### src/rtl/countdown_timer_pkg.sv
// Shared definitions for the countdown timer: FSM state encodings.
// Kept outside the timer so other sequencing blocks can decode its state.
package countdown_timer_pkg;

    typedef enum logic [1:0] {
        ST_IDLE    = 2'd0,
        ST_RUN     = 2'd1,
        ST_EXPIRED = 2'd2
    } timer_state_e;

endpackage

### src/rtl/countdown_timer.sv
// Loadable down-counter with terminal-count detection, optional auto-reload
// and a registered one-cycle DONE pulse on each expiry.
//
// state      | meaning
// -----------+------------------------------------------------------------
// ST_IDLE    | after reset; count held, ENABLE ignored, waiting for LOAD
// ST_RUN     | counting down on ENABLE; terminal decrement at COUNTER == 1
// ST_EXPIRED | count parked at 0, ENABLE ignored until the next LOAD
module countdown_timer
    import countdown_timer_pkg::*;
#(
    parameter int SIZE = 4
) (
    input  logic            CLK,
    input  logic            RESET_N,
    input  logic            ENABLE,
    input  logic            LOAD,
    input  logic [SIZE-1:0] LOAD_VALUE,
    input  logic            AUTO_RELOAD,
    output logic [SIZE-1:0] COUNTER,
    output logic            EMPTY,
    output logic            DONE
);

    localparam logic [SIZE-1:0] CNT_ZERO = '0;
    localparam logic [SIZE-1:0] CNT_ONE  = {{(SIZE-1){1'b0}}, 1'b1};

    timer_state_e    state_q,  state_d;
    logic [SIZE-1:0] count_q,  count_d;
    logic [SIZE-1:0] reload_q, reload_d;
    logic            done_q,   done_d;

    always_ff @(posedge CLK or negedge RESET_N) begin
        if (!RESET_N) begin
            state_q  <= ST_IDLE;
            count_q  <= '0;
            reload_q <= '0;
            done_q   <= 1'b0;
        end else begin
            state_q  <= state_d;
            count_q  <= count_d;
            reload_q <= reload_d;
            done_q   <= done_d;
        end
    end

    always_comb begin
        state_d  = state_q;
        count_d  = count_q;
        reload_d = reload_q;
        done_d   = 1'b0;

        if (LOAD) begin
            // LOAD beats everything, including a coincident terminal decrement.
            count_d  = LOAD_VALUE;
            reload_d = LOAD_VALUE;
            state_d  = (LOAD_VALUE != CNT_ZERO) ? ST_RUN : ST_EXPIRED;
        end else begin
            unique case (state_q)
                ST_IDLE: begin
                end
                ST_RUN: begin
                    if (ENABLE) begin
                        if (count_q > CNT_ONE) begin
                            count_d = count_q - CNT_ONE;
                        end else if (count_q == CNT_ONE) begin
                            done_d = 1'b1;
                            if (AUTO_RELOAD) begin
                                count_d = reload_q;
                            end else begin
                                count_d = CNT_ZERO;
                                state_d = ST_EXPIRED;
                            end
                        end else begin
                            // Zero count in RUN is unreachable; park safely without wrapping.
                            state_d = ST_EXPIRED;
                        end
                    end
                end
                ST_EXPIRED: begin
                end
                default: begin
                    state_d = ST_IDLE;
                end
            endcase
        end
    end

    assign COUNTER = count_q;
    assign EMPTY   = (count_q == CNT_ZERO);
    assign DONE    = done_q;

endmodule

### config.mk
export PLATFORM = sky130hd
export DESIGN_NAME = countdown_timer
export DESIGN_NICKNAME = d
export VERILOG_FILES = /design/src/rtl/countdown_timer_pkg.sv /design/src/rtl/countdown_timer.sv
export SDC_FILE = /design/constraint.sdc
export NUM_CORES = 1
export LEC_CHECK = 0
export CELL_PAD_IN_SITES_DETAIL_PLACEMENT = 0
export CELL_PAD_IN_SITES_GLOBAL_PLACEMENT = 1
export CORE_ASPECT_RATIO = 0.75
export CORE_UTILIZATION = 31
export CTS_CLUSTER_DIAMETER = 30
export DETAILED_ROUTE_END_ITERATION = 6
export PLACE_DENSITY_LB_ADDON = 0.05
export SLEW_MARGIN = 5
export SYNTH_ARGS = -nofsm -noshare
export SYNTH_HDL_FRONTEND = slang
export SYNTH_SLANG_ARGS = --single-unit
### constraint.sdc
create_clock -name CLK -period 1.59 [get_ports CLK]
set_clock_uncertainty 0.05 [all_clocks]
set_input_delay 0.3975 -clock CLK [delete_from_list [all_inputs] [get_ports CLK]]
set_output_delay 0.3975 -clock CLK [all_outputs]
set_load 0.03 [all_outputs]
Word level (Yosys, flattened, before mapping)

Cells that the tools add are included.

Bits in registers: 11
Latch bits: 0
RAM bits: 0
Bits in read-only memories: 0
Output and inout bits: 6
Logic and storage cells: 40
Memories: 0

Add/sub/neg operators: 1
Multipliers: 0
Divide/modulo/power cells: 0
$lt $le $gt $ge: 1
Equality and inequality tests: 7
Shift operators: 0
Muxes and demuxes: 18
Bitwise logic cells: 0
Reductions and logical operators: 9

Operator list:

| cell                | number |
|---|---|
| $mux 4              | 6 |
| $mux 2              | 6 |
| $ne 3x3->1 const B  | 2 |
| $mux 1              | 5 |
| $eq 4x1->1 const B  | 1 |
| $gt 4x1->1 const B  | 1 |
| $logic_not 4->1     | 1 |
| $ne 4x4->1 const B  | 1 |
| $pmux 2 s2          | 1 |
| $reduce_and 4->1    | 1 |
| $reduce_bool 2->1   | 2 |
| $reduce_bool 4->1   | 1 |
| $sub 4x1->4 const B | 1 |
| $reduce_and 3->1    | 1 |
| $reduce_bool 3->1   | 1 |
| $eq 2x1->1 const B  | 1 |
| $eq 2x2->1 const B  | 1 |
| $logic_not 2->1     | 1 |
| $ne 2x1->1 const B  | 1 |
| $reduce_or 2->1     | 1 |

Logic depth before layout (Yosys ltp)

Word-level depth: 6
Gate-level depth with buffers: 6

Worst setup path after synthesis

No wires, ideal clock.

Kind: reg2reg
Start: register count_q[1] (netlist: COUNTER[1])
End: register count_q[1] (netlist: COUNTER[1])
Library setup time: 127 ps
Data arrival time: 1723 ps
Data required time: 1413 ps
Setup slack: -311 ps
Cell stages (with the launch flop): 7
Buffers on the path: 0
Clock period less this slack: 1901 ps
Path through: dfrtp_1 -> inv_1 -> ha_1 -> or4b_4 -> and2_1 -> o21ai_1 -> o21ai_1

Cells in the longest elaborated chain, start to end: 5
Elaborated cells on any way between the ends: 9
Those cells by class: add/sub (1); order compare (1); eq/ne (1); mux (4); reduce/logical (2)

Ends and longest elaborated chain:

| what                                      | line                                         | source |
|---|---|---|
| start: declaration                        | countdown_timer.sv:29                        | `logic [SIZE-1:0] count_q, count_d;` |
| start signal: assignment                  | countdown_timer.sv:41                        | `count_q <= count_d;` |
| $sub 4x1->4 or $gt 4x1->1 (tied branches) | countdown_timer.sv:65, countdown_timer.sv:64 |  |
| $mux 4                                    | countdown_timer.sv:64                        | `if (count_q > CNT_ONE) begin` |
| $mux 4                                    | countdown_timer.sv:63                        | `if (ENABLE) begin` |
| $mux 4                                    | countdown_timer.sv:59                        | `unique case (state_q)` |
| $mux 4                                    | countdown_timer.sv:53                        | `if (LOAD) begin` |

Several ways; a longest one is shown, not always the timed one. The select of a mux whose other input is x is not followed.
A chain may end at the register's enable or synchronous reset.

Final worst setup path

Start: register count_q[0] (netlist: COUNTER[0])
End: register count_q[1] (netlist: COUNTER[1])

The elaborated chain is that of the path after synthesis.

==> run_results.csv <==
group,metric,value,unit
status,status,"complete, but fails checks",
status,violations,"setup timing",
timing,setup_viol,5,
route,drtPass1Iterations,4,
route,wl_per_cell,13.50,um
final_layout,multi_input_area,394.1,um2
timing,fmax,566.8,MHz
worst_setup_path,worstPathCellList,"buf_6 > ha_4 > or4b_4 > and2_4 > o21ai_2 > o21ai_1",
floorplanning,ios,15,
cts,cts-hold-fix-buffers,0,
pwr,ir_drop,0.4400,mV
worst_setup_path,r2r_end,"COUNTER[1]$_DFFE_PN0P_",
route,drc,0,
yosys,synth_top_area_share,43.39,%
route,vias,650,
global_routing,first_global_vias,621,
yosys,synth_edf_count,0,
worst_setup_path,worstSetupPathType,"flop to flop",
cts,cts_root_buf,"clkbuf_4",
final_layout,fin_util,56.80,%
placed_design,place_area,952.2,um2
job,max-cap-violations,0,
placed_design,io_buffers,14,
timing,slew_violations,0,
cts,clkTransAtPathRegs,0.07,ns
yosys,yosys.area.top_type,"dfrtp_1",
timing,period_needed,1.764,ns
yosys,syn-cell-area,634.4,um2
worst_setup_path,r2r_cells,6,
timing,rsz0062_at_grt,"true",
yosys,yosysSeqAreaShare,43.39,%
pwr,swShare,35.43,%
final_layout,diodes,0,
yosys,ys_seq_elements,11,
timing,fin_crit_sh,111.0,%
final_layout,fin_nets,119,
floorplanning,dieArea,0.002233,mm2
pwr,internal_power,615.2,uW
route,viasPerCell,5.078,
global_routing,antenna_found_initial,0,
pwr,combPwrFrac,44.3,%
worst_setup_path,crit_path_max_fanout,5,
final_layout,areaGrowthSynthToFinish,63.12,%
route,wirelength,1728,um
route,drt_iter0_drc,11,
final_layout,layout.cells.non_filler,128,
yosys,async_flop_share,100.0,%
pwr,p_total,952.8,uW
placed_design,dp_hpwl,1328,um
worst_setup_path,critPathLaunchType,"flop",
global_routing,gr-total-overflow,0,
final_layout,final_layout_size_suffix_gt1_share,41.51,%
worst_setup_path,cp-end-kind,"flop",
timing,worstMarginPinSlew,0.4062,ns
worst_setup_path,required,1.69,ns
yosys,synth_top_flop_cell,"dfrtp_1",
pwr,switching_power,337.5,uW
worst_setup_path,worstPathArrival,1.87,ns
pwr,pwr_density_cell,920.8,mW/mm2
floorplanning,coreArea,0.001822,mm2
route,ant_nets,0,
yosys,synth.most_common_cell,"dfrtp_1",
floorplanning,die_w,54.24,um
floorplanning,initial_core_util,34.82,%
yosys,syn_avg_cell_area,8.935,um2
worst_setup_path,worstReg2RegStart,"COUNTER[0]$_DFFE_PN0P_",
timing,hold_viol,0,
global_routing,grt_max_degree,10,
final_layout,nFillCells,193,
placed_design,gp_congestion,0.8350,
global_routing,grt_usage,18.66,%
yosys,synthTopCellsByArea,"dfrtp_1 43%, ha_1 5.9%, o21ai_0 5.5%",
final_layout,ff_latch_area,277.8,um2
worst_setup_path,slowest_stage,"or4b_4",
placed_design,dp_cells,123,
pwr,power_leakage,0.0004677,uW
timing,slew-limit-headroom,72.22,%
floorplanning,std_cell_rows,13,
global_routing,grt_pass1_wl,2801,um
yosys,ys_warn_count,0,
cts,clk_path_buf_depth,2,
yosys,syn_inst,71,
final_layout,fin_area,0.001035,mm2
cts,clock_latency,0.27,ns
cts,cts_tree,"yes",
cts,clock_sinks,11,
cts,htreeDepth,1,
worst_setup_path,worst_path_dominant_cell_family,"simple AND/OR/NAND/NOR gates",
pwr,power_frac_seq,35.2,%
cts,cts_made_buffers,3,
timing,fin_ws,-0.1744,ns
worst_setup_path,max_stage_delay,0.51,ns
hold_path,min_path_type,"input pin to async pin",
yosys,syn-num-nets,83,
yosys,synth.top_cells.by_count,"11 x dfrtp_1, 8 x inv_1, 7 x nand2_1, 7 x nor2_1, 7 x o21ai_0",
floorplanning,die_h,41.18,um
worst_setup_path,r2r_slack,-0.17,ns
worst_setup_path,crit_buf_inv,1,
pwr,pwr-share-clk,20.5,%
placed_design,pre_cts_slack,-0.2074,ns
yosys,ys_types,27,
worst register-to-register path, stage by stage (launching register included):
cell     delay [ns]
dfrtp_2        0.44
buf_6          0.13
ha_4           0.16
or4b_4         0.51
and2_4         0.18
o21ai_2        0.10
o21ai_1        0.07
registers in the layout (all words and copies together) (netlist names):
signal	cells
COUNTER	4
DONE	1
reload_q	4
state_q	2
stage by stage:
step	setup TNS, ns	hold WS [ns]
after floorplan	-0.2646	0.05191
after global placement	-0.4739	0.4619
after detailed placement	-0.5420	0.4625
after CTS	-0.5123	0.2896
after global routing	-0.8773	0.2836
final	-0.5388	0.2936
placed cells by master, fill, tap and decap left out, drive strengths merged, types with 2 or more instances in the layout:
cell type      Yosys  routed
inv                8       8
buf                1      23
nor2               7       7
a21oi              4       4
ha                 3       3
and2               2       2
o31ai              3       3
a311oi             2       2
clkbuf             0       4
clkdlybuf4s50      0       8
dfrtp             11      11
o21ai              9       9
nand2              8       8
how the worst max path moves through the flow:
stage,slack [ns],cells after the start,end,start
floorplan,-0.11,6,COUNTER[1]$_DFFE_PN0P_,COUNTER[1]$_DFFE_PN0P_
global placement,-0.16,5,COUNTER[3]$_DFFE_PN0P_,AUTO_RELOAD
detailed placement,-0.21,5,COUNTER[0]$_DFFE_PN0P_,ENABLE
CTS,-0.15,6,COUNTER[0]$_DFFE_PN0P_,COUNTER[0]$_DFFE_PN0P_
global route,-0.21,6,COUNTER[1]$_DFFE_PN0P_,COUNTER[0]$_DFFE_PN0P_
finish,-0.17,6,COUNTER[1]$_DFFE_PN0P_,COUNTER[0]$_DFFE_PN0P_
power groups by stage:
stage | clock [uW] | sequential [uW] | combinational (uW)
final | 195 | 335 | 422
after CTS | 204 | 334 | 410
after global routing | 218 | 340 | 460
after global placement | 0 | 342 | 374
after floorplan | 0 | 381 | 162
after detailed placement | 0 | 341 | 377
kinds of logic (layout without fill, tap and decap cells):
group,after synthesis,count (layout),share of synthesized area [%]
buffers and inverters,9,44,5.522
multiplexers,1,1,1.775
adder cells (fa/ha/maj),3,3,5.918
flip-flops,11,11,43.39
AND/OR/NAND/NOR,25,25,21.11
AO/OA/AOI/OAI,22,22,22.29
repair_timing:
action                     4_1_cts  5_1_grt
buffers inserted                 1        0
pin swaps                        0        1
setup endpoints to repair        5        6
resized for setup                9        3
layout make-up:
class / count / area share [%]
Inverter: 8 / 3.144
Clock buffer: 4 / 2.539
Timing Repair Buffer: 32 / 26.72
Tap cell: 22 / 2.660
Multi-Input combinational cell: 51 / 38.09
Sequential cell: 11 / 26.84
routing by layer:
metal  vias to the layer above  track usage [%]  part of all wire, %  routed length, um
met5                         -                0                    0                  0
met4                         0            4.487                 0.58                 10
met3                         2            6.667                  4.9                 85
met2                        20            28.96                   44                763
met1                       306            24.72                   50                868
li1                        322                -                    -                  -
Power figures use the tool's default switching activity.
